## config.mk

```make
export PLATFORM = sky130hd
export DESIGN_NAME = nf10_rx_dst_tagger_flat
export DESIGN_NICKNAME = d
export VERILOG_FILES = /design/src/rtl/nf10_rx_dst_tagger_if.sv /design/src/rtl/nf10_rx_dst_tagger.sv /design/src/flat_wrapper.sv
export SDC_FILE = /design/constraint.sdc
export NUM_CORES = 1
export LEC_CHECK = 0
export CAP_MARGIN = 30
export CORE_AREA = 2 2 356 358
export DETAILED_ROUTE_END_ITERATION = 10
export DIE_AREA = 0 0 358 360
export PLACE_DENSITY_LB_ADDON = 0.2
export SYNTH_ARGS = -nofsm -noshare
export SYNTH_HDL_FRONTEND = slang
export SYNTH_SLANG_ARGS = --single-unit
```

## constraint.sdc

```tcl
create_clock -name axi_aclk -period 37.6 [get_ports axi_aclk]
set_clock_uncertainty 0.15 [all_clocks]
set_input_delay 5.64 -clock axi_aclk [delete_from_list [all_inputs] [get_ports axi_aclk]]
set_output_delay 5.64 -clock axi_aclk [all_outputs]
set_load 0.005 [all_outputs]
```

## src/rtl/nf10_rx_dst_tagger_if.sv

```systemverilog
// AXI4-Stream bundle used by nf10_rx_dst_tagger on both its input and output side.
//   tdata  : beat payload, C_AXIS_DATA_WIDTH bits
//   tstrb  : byte strobes, one bit per tdata byte
//   tuser  : sideband, [15:0] length, [23:16] src port, [31:24] dst port, rest reserved
//   tvalid : source has a beat
//   tlast  : final beat of a packet
//   tready : sink can take the beat
// master drives the payload and tvalid; slave drives tready.
interface nf10_rx_dst_tagger_if #(
  parameter int unsigned C_AXIS_DATA_WIDTH  = 256,
  parameter int unsigned C_AXIS_TUSER_WIDTH = 128
) ();
  logic [C_AXIS_DATA_WIDTH-1:0]   tdata;
  logic [C_AXIS_DATA_WIDTH/8-1:0] tstrb;
  logic [C_AXIS_TUSER_WIDTH-1:0]  tuser;
  logic                           tvalid;
  logic                           tlast;
  logic                           tready;

  modport master (
    output tdata, tstrb, tuser, tvalid, tlast,
    input  tready
  );

  modport slave (
    input  tdata, tstrb, tuser, tvalid, tlast,
    output tready
  );
endinterface

```

## src/rtl/nf10_rx_dst_tagger.sv

```systemverilog
// Receive-side destination tagger. Looks at the destination MAC of each packet's first beat,
// picks a one-hot destination port code (host DMA, plus physical ports for multicast/broadcast),
// writes it into tuser[31:24] of every beat of the packet, or drops the whole packet when the
// frame is unicast to someone else and promiscuous mode is off. Output is one register stage.
// Ports:
//   axi_aclk, axi_reset : clock, asynchronous active-high reset
//   s_axis              : input packet stream (slave side)
//   m_axis              : tagged output stream (master side)
//   promisc             : forward foreign unicast instead of dropping (sampled on header beats)
//   pkt_count           : packets accepted on s_axis (forwarded or dropped)
//   drop_count          : packets dropped
module nf10_rx_dst_tagger #(
  parameter int unsigned C_AXIS_DATA_WIDTH  = 256,
  parameter int unsigned C_AXIS_TUSER_WIDTH = 128,
  parameter logic [47:0] C_MAC_ADDR         = 48'h000000000000,
  parameter logic [7:0]  C_HOST_DST_PORT    = 8'h02,
  parameter logic [7:0]  C_PHYS_PORT_MASK   = 8'h55
) (
  input  logic                  axi_aclk,
  input  logic                  axi_reset,
  nf10_rx_dst_tagger_if.slave   s_axis,
  nf10_rx_dst_tagger_if.master  m_axis,
  input  logic                  promisc,
  output logic [31:0]           pkt_count,
  output logic [31:0]           drop_count
);

  typedef enum logic [1:0] {StHeader, StPass, StDrop} state_e;

  state_e state_q, state_d;

  logic [C_AXIS_DATA_WIDTH-1:0]   out_tdata_q;
  logic [C_AXIS_DATA_WIDTH/8-1:0] out_tstrb_q;
  logic [C_AXIS_TUSER_WIDTH-1:0]  out_tuser_q;
  logic [C_AXIS_TUSER_WIDTH-1:0]  out_tuser_d;
  logic                           out_valid_q;
  logic                           out_last_q;
  logic [7:0]                     dst_q;
  logic [31:0]                    pkt_count_q;
  logic [31:0]                    drop_count_q;

  logic [47:0] rx_mac;
  logic        is_mcast;
  logic        hdr_drop;
  logic [7:0]  hdr_dst;
  logic        in_ready;
  logic        in_xfer;
  logic        drop_beat;
  logic        load;
  logic [7:0]  beat_dst;

  // Header classification. The MAC arrives wire byte 0 first in tdata[7:0]; reorder it so it
  // compares directly against C_MAC_ADDR, which keeps wire byte 0 in bits 47:40.
  always_comb begin
    rx_mac = '0;
    for (int i = 0; i < 6; i++) begin
      rx_mac[47-8*i -: 8] = s_axis.tdata[8*i +: 8];
    end
    // Broadcast has the group bit set, so it falls under the multicast rule.
    is_mcast = s_axis.tdata[0];
    hdr_drop = 1'b0;
    if (is_mcast) begin
      hdr_dst = C_HOST_DST_PORT | (C_PHYS_PORT_MASK & ~s_axis.tuser[23:16]);
    end else if ((rx_mac == C_MAC_ADDR) || promisc) begin
      hdr_dst = C_HOST_DST_PORT;
    end else begin
      hdr_dst  = 8'h00;
      hdr_drop = 1'b1;
    end
  end

  // State register.
  always_ff @(posedge axi_aclk or posedge axi_reset) begin
    if (axi_reset) begin
      state_q <= StHeader;
    end else begin
      state_q <= state_d;
    end
  end

  // Next state.
  always_comb begin
    state_d = state_q;
    if (in_xfer) begin
      unique case (state_q)
        StHeader: begin
          if (!s_axis.tlast) begin
            state_d = hdr_drop ? StDrop : StPass;
          end
        end
        StPass, StDrop: begin
          if (s_axis.tlast) begin
            state_d = StHeader;
          end
        end
        default: state_d = StHeader;
      endcase
    end
  end

  // FSM outputs: handshake and per-beat decisions.
  always_comb begin
    // Dropped beats never touch the output register, so they can be swallowed even when stalled.
    in_ready  = (state_q == StDrop) || !out_valid_q || m_axis.tready;
    in_xfer   = s_axis.tvalid && in_ready;
    drop_beat = (state_q == StDrop) || ((state_q == StHeader) && hdr_drop);
    load      = in_xfer && !drop_beat;
    beat_dst  = (state_q == StHeader) ? hdr_dst : dst_q;
  end

  always_comb begin
    out_tuser_d        = s_axis.tuser;
    out_tuser_d[31:24] = beat_dst;
  end

  // Output register stage, destination hold register and counters.
  always_ff @(posedge axi_aclk or posedge axi_reset) begin
    if (axi_reset) begin
      out_valid_q  <= 1'b0;
      out_last_q   <= 1'b0;
      out_tdata_q  <= '0;
      out_tstrb_q  <= '0;
      out_tuser_q  <= '0;
      dst_q        <= 8'h00;
      pkt_count_q  <= 32'h0;
      drop_count_q <= 32'h0;
    end else begin
      if (!out_valid_q || m_axis.tready) begin
        out_valid_q <= load;
        if (load) begin
          out_tdata_q <= s_axis.tdata;
          out_tstrb_q <= s_axis.tstrb;
          out_tuser_q <= out_tuser_d;
          out_last_q  <= s_axis.tlast;
        end
      end
      if (in_xfer && (state_q == StHeader) && !hdr_drop) begin
        dst_q <= hdr_dst;
      end
      if (in_xfer && s_axis.tlast) begin
        pkt_count_q <= pkt_count_q + 32'd1;
        if (drop_beat) begin
          drop_count_q <= drop_count_q + 32'd1;
        end
      end
    end
  end

  assign s_axis.tready = in_ready;
  assign m_axis.tvalid = out_valid_q;
  assign m_axis.tlast  = out_last_q;
  assign m_axis.tdata  = out_tdata_q;
  assign m_axis.tstrb  = out_tstrb_q;
  assign m_axis.tuser  = out_tuser_q;
  assign pkt_count     = pkt_count_q;
  assign drop_count    = drop_count_q;

endmodule

```

## src/flat_wrapper.sv

```systemverilog
// flat-port wrapper written by rule: the top's interface ports become plain ports
module nf10_rx_dst_tagger_flat 
#(
  parameter int unsigned C_AXIS_DATA_WIDTH  = 256,
  parameter int unsigned C_AXIS_TUSER_WIDTH = 128,
  parameter logic [47:0] C_MAC_ADDR         = 48'h000000000000,
  parameter logic [7:0]  C_HOST_DST_PORT    = 8'h02,
  parameter logic [7:0]  C_PHYS_PORT_MASK   = 8'h55
)
  (axi_aclk, axi_reset, promisc, pkt_count, drop_count, s_axis_tdata, s_axis_tstrb, s_axis_tuser, s_axis_tvalid, s_axis_tlast, s_axis_tready, m_axis_tdata, m_axis_tstrb, m_axis_tuser, m_axis_tvalid, m_axis_tlast, m_axis_tready);
  nf10_rx_dst_tagger_if #(.C_AXIS_DATA_WIDTH(C_AXIS_DATA_WIDTH), .C_AXIS_TUSER_WIDTH(C_AXIS_TUSER_WIDTH)) s_axis_i ();
  nf10_rx_dst_tagger_if #(.C_AXIS_DATA_WIDTH(C_AXIS_DATA_WIDTH), .C_AXIS_TUSER_WIDTH(C_AXIS_TUSER_WIDTH)) m_axis_i ();
  input  logic axi_aclk;
  input  logic axi_reset;
  input  logic promisc;
  output logic [31:0] pkt_count;
  output logic [31:0] drop_count;
  input wire logic [$bits(s_axis_i.tdata)-1:0] s_axis_tdata;
  input wire logic [$bits(s_axis_i.tstrb)-1:0] s_axis_tstrb;
  input wire logic [$bits(s_axis_i.tuser)-1:0] s_axis_tuser;
  input wire logic [$bits(s_axis_i.tvalid)-1:0] s_axis_tvalid;
  input wire logic [$bits(s_axis_i.tlast)-1:0] s_axis_tlast;
  output wire logic [$bits(s_axis_i.tready)-1:0] s_axis_tready;
  output wire logic [$bits(m_axis_i.tdata)-1:0] m_axis_tdata;
  output wire logic [$bits(m_axis_i.tstrb)-1:0] m_axis_tstrb;
  output wire logic [$bits(m_axis_i.tuser)-1:0] m_axis_tuser;
  output wire logic [$bits(m_axis_i.tvalid)-1:0] m_axis_tvalid;
  output wire logic [$bits(m_axis_i.tlast)-1:0] m_axis_tlast;
  input wire logic [$bits(m_axis_i.tready)-1:0] m_axis_tready;
  assign s_axis_i.tdata = s_axis_tdata;
  assign s_axis_i.tstrb = s_axis_tstrb;
  assign s_axis_i.tuser = s_axis_tuser;
  assign s_axis_i.tvalid = s_axis_tvalid;
  assign s_axis_i.tlast = s_axis_tlast;
  assign s_axis_tready = s_axis_i.tready;
  assign m_axis_tdata = m_axis_i.tdata;
  assign m_axis_tstrb = m_axis_i.tstrb;
  assign m_axis_tuser = m_axis_i.tuser;
  assign m_axis_tvalid = m_axis_i.tvalid;
  assign m_axis_tlast = m_axis_i.tlast;
  assign m_axis_i.tready = m_axis_tready;
  nf10_rx_dst_tagger #(.C_AXIS_DATA_WIDTH(C_AXIS_DATA_WIDTH), .C_AXIS_TUSER_WIDTH(C_AXIS_TUSER_WIDTH), .C_MAC_ADDR(C_MAC_ADDR), .C_HOST_DST_PORT(C_HOST_DST_PORT), .C_PHYS_PORT_MASK(C_PHYS_PORT_MASK)) u_core (.axi_aclk(axi_aclk), .axi_reset(axi_reset), .s_axis(s_axis_i), .m_axis(m_axis_i), .promisc(promisc), .pkt_count(pkt_count), .drop_count(drop_count));
endmodule
```

==> run_results.csv, run 1 <==
group,metric,value,unit
clock_tree,ctsHoldBuffers,0,
setup_path,critPathLaunchType,"input pin",
sta,fmax,0.0749,GHz
clock_tree,cts_setup_buffers,0,
clock_tree,htreeDepth,2,
clock_tree,clk_path_buf_depth,3,
setup_path,worstPathArrival,7560,ps
synth,synth_area_per_cell,15.6,um^2
global_routing,grt_usage,10.7,%
die,initial_core_util,15.2,%
run_status,outcome,"finished clean",
finish,mostFrequentLayoutCell,"clkdlybuf4s50_1",
synth,syn-cell-area,0.0190,mm^2
finish,area_growth,67.9,%
clock_tree,clk_pin_slew_worst_paths,60,ps
setup_path,crit_path_max_incr_delay,730,ps
setup_path,critical_path_required,31810,ps
die,fp.dieH,360,um
power_and_ir_drop,power,2.39,mW
route,wl_per_cell,18.7,um
finish,drive_gt1_share,6.56,%
route,drtPass1Iterations,4,
sta,setup_viol,0,
sta,finalHoldViolations,0,
sta,fin_crit,13350,ps
setup_path,path_cells,"clkdlybuf4s50_1 > nor3b_1 > inv_1 > clkdlybuf4s50_1",
die,core,0.125,mm^2
min_path,hp-class,"reg -> reg",
synth,muxShareOfSynthArea,24.8,%
die,dieArea,0.129,mm^2
synth,synth-adder-area-share,0.264,%
sta,setup_tns,0,ps
global_routing,antenna_found_initial,10,
sta,fin_crit_sh,35.5,%
clock_tree,insertion_delay,630,ps
synth,yosys.area_share.simple,4.74,%
die,ios,905,
synth,synth_xor_area_share,2.86,%
sta,relSlewSlack,36.6,%
setup_path,cp_slowest_cell,"nor3b_1",
placed_design,numPortBuffers,893,
placed_design,dp_hpwl,55500,um
die,die_x,358,um
synth,ys_seq_area_share,64.0,%
sta,holdWs,314,ps
finish,mostFrequentLayoutCells,"clkdlybuf4s50_1, dfrtp_1, mux2_1, clkbuf_16, xor2_1",
power_and_ir_drop,power_leakage,12.9,nW
route,wirelength,71600,um
clock_tree,cts.sink_count,486,
global_routing,grt_max_degree,123,
synth,synth_seq_cells,486,
flow_run,max-cap-violations,0,
sta,final_max_slew_viol_count,0,
route,ant_nets,0,
global_routing,grt_pass1_vias,15000,
route,via_per_inst,3.55,
route,vias,13600,
setup_path,r2r_setup_slack,32390,ps
setup_path,crit_fanout,4,
die,fp-row-count,130,
clock_tree,cts_buffers,61,
route,drc,0,
power_and_ir_drop,vdd_drop_max,0.0331,mV
clock_tree,cts.repair.resized,0,
synth,syn_inst,1218,
global_routing,overflow,0,
sta,rsz0062_at_grt,"false",
finish,fillers,13000,
power_and_ir_drop,p_per_area,74.9,mW/mm^2
clock_tree,cts_tree,"yes",
setup_path,critical_path_class,"in -> out",
finish,finalNetCount,2564,
route,drt-initial-drc-count,465,
global_routing,grt_pass1_wl,103000,um
setup_path,end_kind,"output pin",
synth,synth_top_family_by_area,"multiplexers",
sta,worstMarginPinSlew,951,ps
synth,synth_compound_area_share,0.909,%
synth,yosys_warnings,0,
setup_path,cpMostUsedCell,"clkdlybuf4s50_1",
placed_design,routabilityCongestion,0.780,
synth,synth.distinct_cells,43,
clock_tree,cts_root_buf,"clkbuf_16",
-- synth_stat cells (all sizes together) --
library cell / n / area share [%]
and4: 6 / 0.28
nand2: 25 / 0.51
nand3b: 2 / 0.079
a211oi: 4 / 0.18
nand4: 18 / 0.63
clkbuf: 9 / 0.18
dfrtp: 486 / 64
conb: 1 / 0.020
o21ai: 3 / 0.079
xor2: 41 / 1.9
o311ai: 1 / 0.14
nor2: 16 / 0.32
nand3: 23 / 0.61
xnor2: 21 / 0.97
and2: 3 / 0.099
nor4: 20 / 0.66
nor4bb: 1 / 0.053
a31oi: 4 / 0.13
inv: 9 / 0.18
or4: 3 / 0.14
nor3b: 2 / 0.079
mux2: 415 / 25
nor4b: 6 / 0.31
mux2i: 4 / 0.21
buf: 49 / 2.0
ha: 4 / 0.26
a21oi: 8 / 0.21
or3b: 1 / 0.046
nor2b: 4 / 0.13
or2: 1 / 0.033
o311a: 1 / 0.053
and3: 14 / 0.46
nor3: 12 / 0.32
o31ai: 1 / 0.11
-- logic make-up (layout without fill, tap and decap cells) --
group / after synthesis / in the layout
AND/OR/NAND/NOR: 157 / 157
XOR/XNOR: 62 / 62
multiplexers: 419 / 419
AO/OA/AOI/OAI: 22 / 22
buffers and inverters: 67 / 1027
adder cells (fa/ha/maj): 4 / 4
flip-flops: 486 / 486
other: 1 / 8
-- where the power goes --
part | switching (mW) | leakage [nW] | internal, mW
clock network | 0.231 | 0.989 | 0.351
logic | 0.322 | 6.08 | 0.589
registers | 0.133 | 5.81 | 0.760
-- layout make-up --
class                           count  area, um^2  area share [%]
Clock inverter                     15         145           0.455
Timing Repair Buffer              913        9170            28.8
Tap cell                         1650        2060            6.48
Sequential cell                   486       12200            38.1
Inverter                            9        41.3           0.130
Multi-Input combinational cell    667        6430            20.2
Antenna cell                        5        12.5          0.0392
Clock buffer                       90        1860            5.83
-- sequential cells by signal, summed over array words and instances (netlist names) --
signal                count
u_core.m_axis.tlast       1
u_core.m_axis.tuser     125
u_core.pkt_count         32
u_core.m_axis.tstrb      32
u_core.m_axis.tvalid      1
u_core.dst_q              5
u_core.drop_count        32
u_core.state_q            2
u_core.m_axis.tdata     256
-- stage by stage --
step / area, um^2 / setup WS, ps / std cells / util (%)
final: 31900 / 24250 / 3835 / 25.5
after floorplan: 19000 / 18250 / 1220 / -
after global placement: 29800 / 24240 / 3720 / 23.8
after global routing: 31900 / 24060 / 3833 / 25.5
after detailed placement: 29800 / 24240 / 3722 / 23.8
after CTS: 31800 / 24220 / 3827 / 25.4
-- per-layer routing --
layer  share of wire, %  up-vias  GRT usage (%)
li1                   -     6190              -
met1                 37     6794           11.5
met2                 51      527           19.3
met3                8.9       90           4.16
met4                2.4        2           3.11
met5              0.018        -              0
-- final timing paths --
check	cells past startpoint	endpoint	from
max	4	s_axis_tready	m_axis_tready
min reg2reg	1	u_core.drop_count[31]	u_core.drop_count[31]
max reg2reg	10	u_core.m_axis.tdata[203]	u_core.state_q[0]
max in group asynchronous	6	u_core.m_axis.tuser[25]	axi_reset
min in group asynchronous	2	u_core.m_axis.tdata[200]	axi_reset
min	1	u_core.drop_count[31]	u_core.drop_count[31]
-- worst max-delay path: cells and delay by family --
family | cells | cell delay (ps)
simple gates | 1 | 730
buf+inv | 3 | 1170
No activity file was read; power rests on OpenSTA's default activity.
==> inputs of run 2 (changes only) <==
Clock period 37.6 ns to 13 ns, I/O delays scaled along.
==> run_results.csv, run 2 (synthesized netlist as in run 1, its figures left out) <==
group,metric,value,unit
power_and_ir_drop,p_per_area,217,mW/mm^2
global_routing,grt_usage,10.8,%
route,wl_met3,6040,um
finish,largest_reg_flops,256,
route,drt-initial-drc-count,352,
route,wl_met2,37900,um
global_routing,grt_pass1_vias,15100,
route,wirelength,71700,um
route,ant_nets,0,
sta,finalHoldViolations,0,
die,ios,905,
setup_path,end_kind,"flop",
sta,fin_crit,7050,ps
power_and_ir_drop,power_leakage,12.8,nW
setup_path,critical_path_class,"in -> reg",
sta,final_max_slew_viol_count,0,
placed_design,numPortBuffers,893,
sta,fmax,0.142,GHz
setup_path,worstPathArrival,7410,ps
clock_tree,cts.repair.resized,0,
setup_path,r2r-start,"u_core.state_q[0]",
setup_path,crit_end,"u_core.m_axis.tdata[242]",
clock_tree,cts.sink_count,486,
route,drtPass1Iterations,4,
route,drc,0,
sta,setup_viol,0,
route,routed.top_layer,"met5",
clock_tree,insertion_delay,650,ps
clock_tree,cts_setup_buffers,0,
setup_path,critPathLaunchType,"input pin",
setup_path,r2r_setup_slack,7290,ps
die,die_x,358,um
global_routing,grt_max_degree,142,
finish,drive_gt1_share,6.29,%
run_status,outcome,"finished clean",
route,vias,13600,
setup_path,crit_fanout,107,
setup_path,critical_path_required,13360,ps
placed_design,post-place-cells,3719,
finish,layoutNonFillerInstCount,3833,
die,dieArea,0.129,mm^2
die,core,0.125,mm^2
clock_tree,cts_buffers,61,
clock_tree,cts_root_buf,"clkbuf_16",
sta,rsz0062_at_grt,"false",
finish,area_growth,67.3,%
sta,worstMarginPinSlew,989,ps
clock_tree,ctsHoldBuffers,0,
finish,mostFrequentLayoutCells,"clkdlybuf4s50_1, dfrtp_1, mux2_1, clkbuf_16, xor2_1",
global_routing,grt_pass1_wl,104000,um
placed_design,routabilityCongestion,0.782,
route,wl_per_cell,18.7,um
flow_run,max-cap-violations,0,
sta,relSlewSlack,34.1,%
setup_path,crit_start,"m_axis_tready",
finish,mostFrequentLayoutCell,"clkdlybuf4s50_1",
die,fp-row-count,130,
route,drt-met1-wl,25900,um
global_routing,overflow,0,
clock_tree,clk_path_buf_depth,3,
global_routing,antenna_found_initial,9,
die,fp.dieH,360,um
sta,setup_tns,0,ps
min_path,hp-class,"reg -> reg",
die,initial_core_util,15.2,%
clock_tree,htreeDepth,2,
finish,fin_util,25.4,%
setup_path,r2r-end,"u_core.m_axis.tdata[242]",
sta,fin_crit_sh,54.2,%
setup_path,ff2ff_path_depth,10,
clock_tree,clk_pin_slew_worst_paths,60,ps
placed_design,dp_hpwl,55300,um
power_and_ir_drop,vdd_drop_max,0.109,mV
route,via_per_inst,3.56,
finish,finalNetCount,2558,
clock_tree,cts_tree,"yes",
-- run 2: through the flow --
step	hold WS (ps)	total power, mW	area, um^2	setup WS, ps
floorplan	291	3.43	19000	4310
global placement	310	5.27	29800	5260
detailed placement	304	5.31	29800	5130
CTS	323	7.10	31800	5850
global route	334	7.36	31800	5520
finish	316	6.91	31800	5950
-- run 2: layout make-up --
cell class,instances,area [um^2]
diodes,5,12.5
clock buffers,88,1770
clock inverters,21,234
fillers,13000,93100
inverters,9,37.5
multi-input cells,667,6420
flip-flops and latches,486,12200
well taps,1650,2060
repair buffers,907,9080
-- run 2: worst min-delay path by stage --
| stage | cells past startpoint | to | slack [ps] | from |
|---|---|---|---|---|
| after floorplan | 1 | u_core.dst_q[1] | 290 | u_core.dst_q[1] |
| after global placement | 1 | u_core.dst_q[1] | 310 | u_core.dst_q[1] |
| after detailed placement | 1 | u_core.dst_q[1] | 300 | u_core.dst_q[1] |
| after CTS | 1 | u_core.pkt_count[31] | 320 | u_core.pkt_count[31] |
| after global routing | 1 | u_core.dst_q[1] | 330 | u_core.dst_q[1] |
| final | 1 | u_core.pkt_count[31] | 320 | u_core.pkt_count[31] |
-- run 2: worst max-delay path: stages --
cell and delay [ps]:
clkdlybuf4s50_1 610, nor3b_1 760, inv_1 190, and3_1 420, nand2_8 730, buf_4 800
buf_4 550, buf_4 790, mux2_1 390
-- run 2: routing by layer --
metal / track usage [%] / vias up
li1: - / 6172
met1: 11.4 / 6853
met3: 3.69 / 98
met5: 0 / -
met2: 19.8 / 505
met4: 3.34 / 4
-- run 2: power breakdown --
part           switching [mW]  internal, mW
combinational           0.930          1.70
clock                   0.690          1.01
sequential              0.376          2.20
total                    2.00          4.91
